$ cat config.mk
export PLATFORM = sky130hd
export DESIGN_NAME = acc_requant
export DESIGN_NICKNAME = d
export VERILOG_FILES = /design/src/rtl/acc_requant.sv
export SDC_FILE = /design/constraint.sdc
export NUM_CORES = 2
export LEC_CHECK = 0
export ABC_AREA = 1
export BUFFER_PORTS_ARGS = -buffer_cell sky130_fd_sc_hd__buf_2
export CAP_MARGIN = 20
export CORE_UTILIZATION = 50
export CTS_CLUSTER_SIZE = 14
export DETAILED_ROUTE_END_ITERATION = 10
export GPL_TIMING_DRIVEN = 0
export MAX_ROUTING_LAYER = met4
export PLACE_DENSITY = 0.68
export SLEW_MARGIN = 20
export SYNTH_ARGS = -nofsm -noshare
export SYNTH_HDL_FRONTEND = slang
export SYNTH_SLANG_ARGS = --single-unit
$ cat constraint.sdc
create_clock -name clk -period 21.1 [get_ports clk]
set_input_delay 4.22 -clock clk [delete_from_list [all_inputs] [get_ports clk]]
set_output_delay 4.22 -clock clk [all_outputs]
set_load 0.01 [all_outputs]
$ cat src/rtl/acc_requant.sv
// acc_requant: requantize signed accumulators to signed activations (scale, round-shift, zero point, ReLU, saturate)
module acc_requant #(
  parameter int ACCUM_WIDTH = 24,
  parameter int OUT_WIDTH   = 8,
  parameter int SCALE_WIDTH = 16,
  parameter int SHIFT_WIDTH = 5,
  parameter int CNT_WIDTH   = 16
) (
  input  logic                   clk,
  input  logic                   rst,
  input  logic                   in_valid,
  output logic                   in_ready,
  input  logic [ACCUM_WIDTH-1:0] in_acc,
  input  logic [SCALE_WIDTH-1:0] scale,
  input  logic [SHIFT_WIDTH-1:0] shift,
  input  logic [OUT_WIDTH-1:0]   zero_point,
  input  logic                   relu_en,
  output logic                   out_valid,
  input  logic                   out_ready,
  output logic [OUT_WIDTH-1:0]   out_data,
  output logic                   sat_flag,
  output logic [CNT_WIDTH-1:0]   sat_count,
  input  logic                   clear_count
);
  localparam int P = ACCUM_WIDTH + SCALE_WIDTH + 1;
  localparam logic signed [P-1:0] ZMAX = P'(2 ** (OUT_WIDTH - 1) - 1);
  localparam logic signed [P-1:0] ZMIN = ~ZMAX;
  logic v1, v2, v3, adv;
  logic signed [P-1:0] p1, z2, r_c, z_c, za;
  logic [P-1:0] rnd;
  logic [SHIFT_WIDTH-1:0] s1;
  logic [OUT_WIDTH-1:0] zp1, zp2, o_c;
  logic re1, re2, rn2, hi, lo;
  assign adv = !v3 || out_ready;
  assign in_ready = adv;
  assign out_valid = v3;
  always_comb begin
    rnd = (s1 == '0) ? '0 : P'(1) << (s1 - 1'b1);
    r_c = $signed(p1 + rnd) >>> s1;
    z_c = r_c + P'($signed(zp1));
    za = (re2 && rn2) ? P'($signed(zp2)) : z2;
    hi = za > ZMAX;
    lo = za < ZMIN;
    o_c = hi ? ZMAX[OUT_WIDTH-1:0] : lo ? ZMIN[OUT_WIDTH-1:0] : za[OUT_WIDTH-1:0];
  end
  always_ff @(posedge clk) begin
    if (rst) begin
      {v1, v2, v3} <= '0;
      p1 <= '0;
      s1 <= '0;
      zp1 <= '0;
      re1 <= 1'b0;
      z2 <= '0;
      rn2 <= 1'b0;
      zp2 <= '0;
      re2 <= 1'b0;
      out_data <= '0;
      sat_flag <= 1'b0;
    end else if (adv) begin
      v1 <= in_valid;
      p1 <= P'($signed(in_acc)) * P'($signed({1'b0, scale}));
      s1 <= shift;
      zp1 <= zero_point;
      re1 <= relu_en;
      v2 <= v1;
      z2 <= z_c;
      rn2 <= r_c[P-1];
      zp2 <= zp1;
      re2 <= re1;
      v3 <= v2;
      out_data <= o_c;
      sat_flag <= hi | lo;
    end
  end
  always_ff @(posedge clk) begin
    if (rst || clear_count) sat_count <= '0;
    else if (v3 && out_ready && sat_flag && !(&sat_count)) sat_count <= sat_count + 1'b1;
  end
endmodule

==> impl_metrics.json <==
{
  "status": "completed",
  "numCtsBuffers": 17,
  "grt_pass1_vias": 26484,
  "period_minus_slack_ns": 11.01,
  "dr.pass1.iters": 6,
  "grt_use_total_pct": 35.5,
  "ant_nets": 0,
  "yosysMostFrequentCell": "nand2_1",
  "holdWs_ns": 0.453,
  "fmax_mhz": 90.8,
  "clock_latency_ns": 0.46,
  "yosys_warnings": 0,
  "vias": 27337,
  "drtIter0Drc": 2514,
  "cts_tree": "yes",
  "synthTopCellsByArea": "fa_1 (27%), nand2_1 (14%), inv_1 (13%)",
  "critPathKind": "input port to register",
  "synth_seq_cells": 134,
  "ys.flop_type": "dfxtp_1",
  "grt.overflow.total": 0,
  "initial_core_util_pct": 50.9,
  "synth_async_sr_flop_share_pct": 0,
  "path_clk_slew_ns": 0.07,
  "synth_cell_types": 58,
  "wl_met3_mm": 9.02,
  "drv_cap": 0,
  "rows": 86,
  "wl_mm": 95.4,
  "critPathMaxFanout": 10,
  "worst_pin_slew_ns": 1.04,
  "wl_met2_mm": 41.7,
  "start_kind": "input port",
  "root_buffer": "clkbuf_16",
  "die_h_um": 239,
  "drc": 0,
  "tns_ns": 0,
  "syn_avg_cell_area_um2": 6.68,
  "cts_htree_levels": 4,
  "skew_ns": 0.0180,
  "via_per_inst": 5.40,
  "antenna_found_initial": 2,
  "end_kind": "register",
  "synth_top_area_cell": "fa_1",
  "yosys-top-cells-count": "nand2_1 (1047), inv_1 (966), fa_1 (379)",
  "grt_pass1_wl_mm": 149,
  "synth_top_area_share_pct": 27.0,
  "post_cts_buffers": 0,
  "synth_nets": 4831,
  "highest_layer": "met4",
  "clk_path_buf_depth": 2,
  "yosysSeqAreaShare_pct": 9.53,
  "worstPathRequired_ns": 21.49,
  "worstPathArrival_ns": 11.40,
  "nets": 4912,
  "synth_edf_count": 0,
  "place_congestion": 1.03,
  "cts.sinks": 134,
  "slew_headroom_pct": 30.8,
  "fin_crit_sh_pct": 52.2,
  "cts_hold_buf": 0,
  "min_path_type": "register to register",
  "post_drt_wl_per_cell_um": 18.9,
  "grt_max_degree": 31,
  "rsz0062_at_grt": "no",
  "drive_above_1_share_pct": 4.85,
  "met1_length_mm": 41.7,
  "slew_violations": 0,
  "cts_resized": 0,
  "fill_cells": 5745,
  "die_w_um": 239,
  "dp_hpwl_mm": 82.0,
  "die_area_um2": 57200,
  "ioPinCount": 86,
  "netlist_instances": 4215,
  "core-area_um2": 55300,
  "synthesis.area_um2": 28100,
  "hold_viol": 0,
  "area.growth.synth_to_final_pct": 6.81,
  "io_buffers": 61,
  "finalSetupViolations": 0
}
==> final timing paths <==
check | start | end | slack (ns) | cells past startpoint
hold / removal | zp2[6] | zp2[6] | 0.45 | 2
setup / recovery | in_acc[23] | p1[40] | 10.09 | 24
setup reg to reg | s1[2] | z2[22] | 13.57 | 43
hold reg to reg | zp2[6] | zp2[6] | 0.45 | 2
==> cell usage in the layout (no fill, tap or decap), drive strengths merged, types with 28 or more instances in the layout <==
master / netlist / layout
nand3: 343 / 343
nand2: 1068 / 1068
a21oi: 182 / 182
o21ai: 194 / 194
ha: 178 / 178
nor3: 28 / 28
clkbuf: 133 / 150
fa: 379 / 379
xnor2: 31 / 31
inv: 978 / 988
nor2: 259 / 259
dfxtp: 134 / 134
xor2: 43 / 43
buf: 31 / 93
o21bai: 61 / 61
nand4: 42 / 42
==> final cells by class <==
type                    instances  area (µm²)  area share, %
diodes                          4        10.0         0.0333
plain buffers                 164         642           2.13
clock buffers                  17         425           1.41
clock inverters                15         220          0.732
inverters                     984        3690           12.3
multi-input cells            2933       21100           70.3
flip-flops and latches        134        2680           8.93
well taps                     748         936           3.11
repair buffers                 62         325           1.08
==> kinds of logic after synthesis <==
family	Yosys count	share of synthesized area (%)
xor gates and xnor gates	74	2.33
AOI/OAI and AO/OA	521	10.7
adders and majority gates	557	34.9
and+or+nand+nor	1780	27.1
buffers and inverters	1148	15.4
DFF	134	9.53
muxes	1	0.0356
==> flip-flops by register name, summed over array words and instances, names as in the netlist <==
name       count
sat_flag       1
z2            41
p1            41
out_valid      1
rn2            1
sat_count     16
v2             1
out_data       8
zp2            8
re1            1
s1             5
zp1            8
re2            1
v1             1
==> critical path, cell delays in order <==
cell and delay (ns):
clkbuf_1 0.34, clkbuf_1 0.47, nand2_1 0.18, inv_1 0.16, fa_1 0.47, fa_1 0.79
inv_1 0.11, fa_1 0.47, fa_1 0.56, fa_1 0.43, fa_1 0.49, inv_1 0.04
ha_1 0.32, inv_1 0.13, o21bai_1 0.12, a21oi_1 0.35, o221ai_1 0.31, a21oi_1 0.21
nand3_1 0.26, nand2_1 0.13, nand2_1 0.07, o21ai_0 0.55, nand3_1 0.14, inv_1 0.07
==> layer usage <==
layer / vias up / GRT usage [%]
li1: 13053 / -
met3: 167 / 8.01
met5: - / -
met4: 0 / 10.8
met1: 13045 / 47.1
met2: 1072 / 53.8
==> through the flow <==
step	instance area, µm²	util (%)	setup WS, ns	cells
global placement	29400	53.1	9.82	5024
finish	30100	54.4	10.09	5061
global route	30100	54.4	9.74	5060
floorplan	28100	-	11.37	4215
CTS	30100	54.3	10.30	5057
detailed placement	29400	53.2	9.86	5025
Power is not shown: default switching activity piles up to over one toggle a cycle in this logic, so the estimate is an artifact.
